--- config.mk ---
export PLATFORM = sky130hd
export DESIGN_NAME = instr_mem_loader
export DESIGN_NICKNAME = d
export VERILOG_FILES = /design/src/rtl/instr_mem_loader_pkg.sv /design/src/rtl/loader_cksum.sv /design/src/rtl/instr_mem_loader.sv
export SDC_FILE = /design/constraint.sdc
export NUM_CORES = 1
export LEC_CHECK = 0
export ABC_AREA = 1
export CAP_MARGIN = 0
export CORE_MARGIN = 1.5
export CORE_UTILIZATION = 37
export CTS_CLUSTER_DIAMETER = 120
export CTS_CLUSTER_SIZE = 25
export DETAILED_ROUTE_END_ITERATION = 7
export GPL_TIMING_DRIVEN = 0
export PLACE_DENSITY_LB_ADDON = 0.25
export REMOVE_ABC_BUFFERS = 1
export SLEW_MARGIN = 40
export SYNTH_ARGS = -nofsm -noshare
export SYNTH_HDL_FRONTEND = slang
export SYNTH_HIERARCHICAL = 1
export SYNTH_SLANG_ARGS = --single-unit
--- constraint.sdc ---
create_clock -name clk -period 1.8 [get_ports clk]
set_clock_uncertainty 0.1 [all_clocks]
set_input_delay 0.36 -clock clk [delete_from_list [all_inputs] [get_ports clk]]
set_output_delay 0.36 -clock clk [all_outputs]
set_load 0.03 [all_outputs]
--- src/rtl/instr_mem_loader_pkg.sv ---
// Shared definitions for the boot-time instruction memory loader.
// The default geometry is also used by the instruction memory itself.
package instr_mem_loader_pkg;

  localparam int DEF_ADDR_W    = 7;
  localparam int DEF_MEM_BYTES = 128;
  localparam int DEF_RST_HOLD  = 4;

  typedef enum logic [2:0] {
    IDLE  = 3'd0,
    LOAD  = 3'd1,
    CHECK = 3'd2,
    HOLD  = 3'd3,
    RUN   = 3'd4,
    ERROR = 3'd5
  } state_t;

endpackage

--- src/rtl/loader_cksum.sv ---
// 8-bit modulo-256 byte accumulator with synchronous clear and enable.
// Kept generic so the data-memory loader can reuse it.
module loader_cksum (
  input  logic       clk,
  input  logic       rst,
  input  logic       clr,
  input  logic       en,
  input  logic [7:0] din,
  output logic [7:0] sum
);

  // NOTE: sequential state uses non-blocking assignments so every flop samples pre-edge values.
  always_ff @(posedge clk or posedge rst) begin
    if (rst)      sum <= '0;
    else if (clr) sum <= '0;
    else if (en)  sum <= sum + din;
  end

endmodule

--- src/rtl/instr_mem_loader.sv ---
// Streams a byte image into instruction memory, verifies its checksum and
// holds the CPU in reset until the image is good plus a fixed hold time.
module instr_mem_loader
  import instr_mem_loader_pkg::*;
#(
  parameter int ADDR_W    = DEF_ADDR_W,
  parameter int MEM_BYTES = DEF_MEM_BYTES,
  parameter int RST_HOLD  = DEF_RST_HOLD
) (
  input  logic              clk,
  input  logic              rst,
  input  logic              load_start,
  input  logic [ADDR_W:0]   load_len,
  input  logic              in_valid,
  input  logic [7:0]        in_data,
  output logic              in_ready,
  output logic              mem_we,
  output logic [ADDR_W-1:0] mem_addr,
  output logic [7:0]        mem_wdata,
  output logic              cpu_rst,
  output logic              done,
  output logic              error,
  output logic [ADDR_W-2:0] words_loaded
);

  localparam int HOLD_W = (RST_HOLD < 1) ? 1 : $clog2(RST_HOLD + 1);
  localparam logic [ADDR_W:0]   MAX_LEN   = (ADDR_W + 1)'(MEM_BYTES);
  localparam logic [ADDR_W:0]   LEN_ONE   = (ADDR_W + 1)'(1);
  localparam logic [ADDR_W-2:0] WORD_ONE  = (ADDR_W - 1)'(1);
  localparam logic [HOLD_W-1:0] HOLD_ONE  = HOLD_W'(1);
  localparam logic [HOLD_W-1:0] HOLD_LAST = HOLD_W'(RST_HOLD);

  state_t            state, next_state;
  logic [ADDR_W:0]   byte_cnt;
  logic [ADDR_W:0]   load_len_q;
  logic [HOLD_W-1:0] hold_cnt;
  logic [7:0]        cksum;
  logic              accept, start_ok, start_fresh, last_byte;
  logic              cpu_rst_d, done_d, error_d;

  assign accept      = in_valid && in_ready;
  assign start_ok    = load_start && (state == IDLE || state == RUN || state == ERROR);
  assign start_fresh = start_ok && (load_len <= MAX_LEN);
  assign last_byte   = (byte_cnt == load_len_q - LEN_ONE);

  loader_cksum u_cksum (
    .clk (clk),
    .rst (rst),
    .clr (start_fresh),
    .en  (state == LOAD && accept),
    .din (in_data),
    .sum (cksum)
  );

  always_ff @(posedge clk or posedge rst) begin
    if (rst) state <= IDLE;
    else     state <= next_state;
  end

  // NOTE: every combinational output gets a default first so no path can infer a latch.
  always_comb begin
    next_state = state;
    unique case (state)
      IDLE, RUN, ERROR: begin
        if (load_start) begin
          if (load_len > MAX_LEN)  next_state = ERROR;
          else if (load_len == '0) next_state = CHECK;
          else                     next_state = LOAD;
        end
      end
      LOAD:    if (accept && last_byte) next_state = CHECK;
      CHECK:   if (accept) next_state = (in_data == cksum) ? HOLD : ERROR;
      HOLD:    if (hold_cnt == HOLD_LAST) next_state = RUN;
      default: next_state = IDLE;
    endcase
  end

  // Status flags are decoded from next_state and registered, so they never glitch.
  always_comb begin
    in_ready  = (state == LOAD) || (state == CHECK);
    cpu_rst_d = (next_state != RUN);
    done_d    = (next_state == RUN);
    error_d   = (next_state == ERROR);
  end

  always_ff @(posedge clk or posedge rst) begin
    if (rst) begin
      cpu_rst <= 1'b1;
      done    <= 1'b0;
      error   <= 1'b0;
    end else begin
      cpu_rst <= cpu_rst_d;
      done    <= done_d;
      error   <= error_d;
    end
  end

  // NOTE: only the write port registers reset here; the memory array is left untouched by rst.
  always_ff @(posedge clk or posedge rst) begin
    if (rst) begin
      mem_we       <= 1'b0;
      mem_addr     <= '0;
      mem_wdata    <= '0;
      byte_cnt     <= '0;
      load_len_q   <= '0;
      words_loaded <= '0;
      hold_cnt     <= '0;
    end else begin
      mem_we <= 1'b0;
      if (start_ok) load_len_q <= load_len;
      if (start_fresh) begin
        byte_cnt     <= '0;
        words_loaded <= '0;
      end
      if (state == LOAD && accept) begin
        mem_we    <= 1'b1;
        mem_addr  <= byte_cnt[ADDR_W-1:0];
        mem_wdata <= in_data;
        byte_cnt  <= byte_cnt + LEN_ONE;
        if (byte_cnt[1:0] == 2'b11) words_loaded <= words_loaded + WORD_ONE;
      end
      hold_cnt <= (state == HOLD) ? hold_cnt + HOLD_ONE : '0;
    end
  end

endmodule

== Word-level counts from Yosys, hierarchy flattened ==
Index checks and enable logic that the tools add are counted.
Word-level totals
  bits in registers: 55
  output and inout port bits: 26
  word-level logic and storage cells: 60
Operators by class
  add/subtract/negate cells: 5
  magnitude comparators: 2
  equality and inequality tests: 12
  multiplexer cells: 17
  reductions and logical operators: 12
Operator list (number)
  $mux W8: 4
  $mux W3: 7
  $mux W6: 3
  $eq A8 B8 Y1: 2
  $eq A3 B3 Y1 const B: 5
  $pmux W3 S4: 1
  $add A8 B1 Y8 const B: 1
  $add A8 B8 Y8: 1
  $gt A8 B8 Y1 const B: 1
  $le A8 B8 Y1 const B: 1
  $logic_not A8 Y1: 1
  $sub A8 B1 Y8 const B: 1
  $add A6 B1 Y6 const B: 1
  $eq A3 B2 Y1 const B: 2
  $logic_and A1 B1 Y1: 5
  $add A3 B1 Y3 const B: 1
  $eq A3 B1 Y1 const B: 1
  $logic_not A3 Y1: 1
  $logic_or A1 B1 Y1: 3
  $ne A3 B3 Y1 const B: 1
  $reduce_or A3 Y1: 1
  $eq A2 B2 Y1 const B: 1
  $mux W2: 1
  $reduce_bool A2 Y1: 1
  $mux W1: 1

== Longest topological paths before layout ==
  word-level depth: 8
  depth in mapped cells: 13

== Modules after synthesis ==
The synthesis kept the hierarchy.
Modules (own cells, without submodules)
  instr_mem_loader: times used 1, cells each 333, area an instance 2556.2 µm², seq. area each 1177.4 µm²
  loader_cksum: times used 1, cells each 80, area an instance 618.1 µm², seq. area each 200.2 µm²

== Worst setup path before layout ==
No wires, ideal clock.
  kind: flip-flop to flip-flop
  start point: reg state[0]
  end point: reg u_cksum.sum[2]
  setup time: 0.122 ns
  data arrival time: 1.552 ns
  slack: 0.026 ns
  cell stages (with the launch flop): 11
  buffers on the path: 1
  period minus slack after synthesis: 1.774 ns
  cell sequence: dfrtp_1 -> inv_1 -> nor2_1 -> inv_2 -> nand3_2 -> inv_1 -> nand2_1 -> buf_4 -> inv_1 -> nor2_2 -> a32o_1
On the way
  longest elaborated chain between the ends: 6
  elaborated cells on any way between the ends: 14
  classes of those cells: 4 x eq/ne; 1 x mux; 9 x reduce/logical
Ends and longest elaborated chain
  from (decl): line instr_mem_loader.sv:33  | state_t state, next_state;
  from (signal assigned): line instr_mem_loader.sv:57  | else state <= next_state;
  $eq A3 B3 Y1 or $logic_not A3 Y1 (tied branches): line instr_mem_loader.sv:42  | assign start_ok = load_start && (state == IDLE || state == RUN || state == ERROR);
  $logic_or A1 B1 Y1: line instr_mem_loader.sv:42
  $logic_or A1 B1 Y1 *: line instr_mem_loader.sv:42
  $logic_and A1 B1 Y1 *: line instr_mem_loader.sv:42
  $logic_and A1 B1 Y1 *: line instr_mem_loader.sv:43  | assign start_fresh = start_ok && (load_len <= MAX_LEN);
  net start_fresh: line instr_mem_loader.sv:38  | logic accept, start_ok, start_fresh, last_byte;
  $mux W8 or $reduce_bool A2 Y1 (tied branches)
  to (signal assigned): line loader_cksum.sv:16  | else if (en) sum <= sum + din;
  to (decl): line loader_cksum.sv:9  | output logic [7:0] sum
The timed path passes the listed nets; every way through them passes the cells marked *.
A chain may end at the register's enable or synchronous reset.

== Final worst setup path ==
  start point: reg state[0]
  end point: out in_ready
On the way
  longest elaborated chain between the ends: 2
  elaborated cells on any way between the ends: 3
  classes of those cells: 2 x eq/ne; 1 x reduce/logical
Ends and longest elaborated chain
  $eq A3 B1 Y1 or $eq A3 B2 Y1 (tied branches): line instr_mem_loader.sv:80  | in_ready = (state == LOAD) || (state == CHECK);
  $logic_or A1 B1 Y1 *: line instr_mem_loader.sv:80
  to (decl): line instr_mem_loader.sv:16  | output logic in_ready,
Every way passes the cells marked *; elsewhere a longest branch is shown, timed or not.

==> out/qor.yml <==
yosys_most_used_dff: "dfrtp_1"
place_congestion: 0.794
synth_edf_count: 0
maxSlewViolCount: 0
rsz0062_at_grt: "true"
die_w_um: 95.6
portBuffers: 45
worstSkewPairLatency_ns: 0.32
path_clk_slew_ns: 0.12
synth_top_area_cell: "dfrtp_1"
path_class: "reg2out"
crit_path_start_kind: "flip-flop"
vias_per_cell: 4.68
drive_above_1_share_pct: 14.2
cts_sinks: 55
post-route-period-util_pct: 99.8
numCtsBuffers: 5
p_comb_share_pct: 50.9
critical_path_required_ns: 1.34
grt_max_degree: 37
netSwitchingPower_mw: 2.43
synthTopCellsByCount: "nand2_1 (131), dfrtp_1 (54), inv_1 (53), nor2_1 (34)"
synth.avg_cell_area_um2: 7.69
total_leakage_power_nw: 2.16
outcome: "finished clean"
pin_count: 46
grt_pass1_vias: 2579
worstMarginPinSlew_ns: 0.428
cp_data_arrival_time_ns: 1.34
power.density_nw_per_um2: 1340
drv_cap: 0
power.internal_mw: 3.02
grt_overflow: 0
yosys_warnings: 6
async_reset_ff_share_pct: 100
rr_worst_depth: 13
yosysMostFrequentCell: "nand2_1"
p_sw_share_pct: 44.6
finalPower_mw: 5.45
first_iter_violations: 112
routed-via-count: 2740
routedWlPerCell_um: 11.9
num_antenna_cells: 0
drc_errors: 0
htreeDepth: 2
root_buffer: "clkbuf_8"
final_antenna_net_count: 0
cts_buffer_depth: 2
cpPeakStageDelay_ns: 0.41
r2r_slack_ns: 0.04
yosysSeqAreaShare_pct: 43.4
cts_tree: "built"
max_freq_mhz: 557
endpoint_kind: "primary output"
synth_area_um2: 3170
r2r-start: "load_len_q[1]"
slew_headroom_pct: 71.4
finalHoldViolations: 0
grtUsageTotal_pct: 16.2
path_cells: "buf_4 -> nor3_4 -> inv_2 -> nand2_4 -> buf_6"
synthTopCellsByArea: "dfrtp_1 (43%), nand2_1 (15%), inv_1 (6.3%)"
fin_crit_ns: 1.80
nets: 512
wl_um: 6960
dp_cells: 558
grt_pass1_wl_um: 11600
hpwl_um: 4880
first_pass_iters: 4
ys_seq_elements: 55
clock_power_share_pct: 13.9
cp_num_buf_inv: 3
p_seq_share_pct: 35.1
slowest_stage: "dfrtp_1"
critPathTopFamily: "flip-flops"
rows: 33
start_util_pct: 38.4
syn2layout_area_growth_pct: 28.0
antenna_found_initial: 0
die_y_um: 95.6
vdd_drop_max_mv: 0.623
synthCells: 413
die-area_um2: 9140
hp-class: "in2async"
ys_types: 33
core-area_um2: 8260
fin_hold_ws_ns: 0.209
yosysTopAreaCellShare_pct: 42.6
setup-violations-final: 0
crit_fanout: 2
r2r_end: "done"
final_cells: 585
[how the worst max path moves through the flow]
stage              from              to  slack (ns)  cells after the start
4_1_cts        state[1]        in_ready       0.001                      5
3_3_place_gp   in_valid  u_cksum/sum[3]       -0.95                      7
5_1_grt        state[0]        in_ready       -0.06                      7
6_report       state[0]        in_ready       0.004                      5
2_1_floorplan  state[2]  u_cksum/sum[3]       -0.23                      9
3_5_place_dp   in_valid  u_cksum/sum[3]       -0.97                      7
[cell usage in the layout, fill, tap and decap left out, types with 2 or more instances in the layout]
master / instances
a21oi_1: 11
a22o_1: 2
buf_12: 3
buf_4: 14
buf_6: 3
clkbuf_8: 5
clkdlybuf4s50_1: 17
clkinvlp_4: 2
dfrtp_1: 53
dlygate4sd2_1: 23
dlymetal6s2s_1: 4
ha_1: 10
inv_1: 44
inv_2: 11
nand2_1: 129
nand2_2: 5
nand2_4: 2
nand3_1: 29
nand3b_1: 2
nand4_1: 4
nor2_1: 31
nor2_2: 4
nor2_4: 4
nor3_1: 3
nor3_4: 2
o21ai_0: 28
xnor2_1: 6
xor2_1: 11
[worst reg2reg max path, cell delays in order (launching register included)]
cell     delay (ns)
dfrtp_1        0.42
inv_2          0.09
ha_4           0.21
inv_2          0.05
nand2_2        0.03
nand2_1        0.05
nand2_1        0.05
nor2_1         0.10
nand2_1        0.11
nor2_4         0.13
nand3_2        0.07
nand2_2        0.11
nand2_2        0.06
nor2_2         0.10
[metal layers]
| layer | vias up | track usage [%] | share of wire (%) |
|---|---|---|---|
| met5 | - | 0 | 0 |
| li1 | 1436 | - | - |
| met3 | 4 | 2.63 | 3.5 |
| met1 | 1258 | 21.2 | 47 |
| met2 | 42 | 27.7 | 49 |
| met4 | 0 | 4.04 | 0.86 |
[flip-flops by register name, indices dropped and copies added, names as in the netlist]
signal and flops:
state 3, words_loaded 6, error 1, load_len_q 8, mem_we 1, mem_addr 7
u_cksum/sum 8, hold_cnt 3, done 1, cpu_rst 1, byte_cnt 8, mem_wdata 8
[power groups by stage]
| stage | combinational (mW) | sequential (mW) | clock [mW] |
|---|---|---|---|
| detailed placement | 2.46 | 1.95 | 0 |
| global placement | 2.41 | 1.94 | 0 |
| global route | 3.11 | 1.98 | 0.827 |
| finish | 2.78 | 1.92 | 0.759 |
| CTS | 2.59 | 1.92 | 0.781 |
| floorplan | 1.42 | 2.22 | 0 |
[kinds of logic (layout without fill, tap and decap cells)]
kind of cell / Yosys count / in the layout / synth area share (%)
AO/OA/AOI/OAI: 45 / 45 / 7.61
adder cells (fa/ha/maj): 13 / 13 / 5.36
AND/OR/NAND/NOR: 220 / 221 / 30.7
buffers and inverters: 63 / 129 / 8.20
XOR/XNOR: 17 / 17 / 4.69
flip-flops: 55 / 55 / 43.4
[metrics by stage]
stage / worst slack [ns] / instance area, um^2 / utilization [%] / setup TNS, ns
finish: 0.00394 / 4060 / 49.2 / 0
global route: -0.0555 / 4060 / 49.2 / -0.144
CTS: 0.00123 / 3950 / 47.8 / 0
detailed placement: -0.966 / 3730 / 45.2 / -20.56
global placement: -0.946 / 3710 / 44.9 / -59.27
floorplan: -0.228 / 3130 / - / -1.50
[layout make-up]
type,count,area (um^2)
multi-input cells,296,1620
clock buffers,5,68.8
flip-flops and latches,55,1380
inverters,57,220
repair buffers,64,621
fillers,834,4200
clock inverters,3,27.5
well taps,105,131
[timing repair]
action                                  CTS  global route
endpoints found under the hold margin     0             0
endpoints found under the setup margin   59            27
cloned                                    1             0
hold buffers                              0             0
resized for setup                        43            18
pin swaps                                 3            10
buffers inserted                          9             9
No activity file was read; power rests on OpenSTA's default activity.
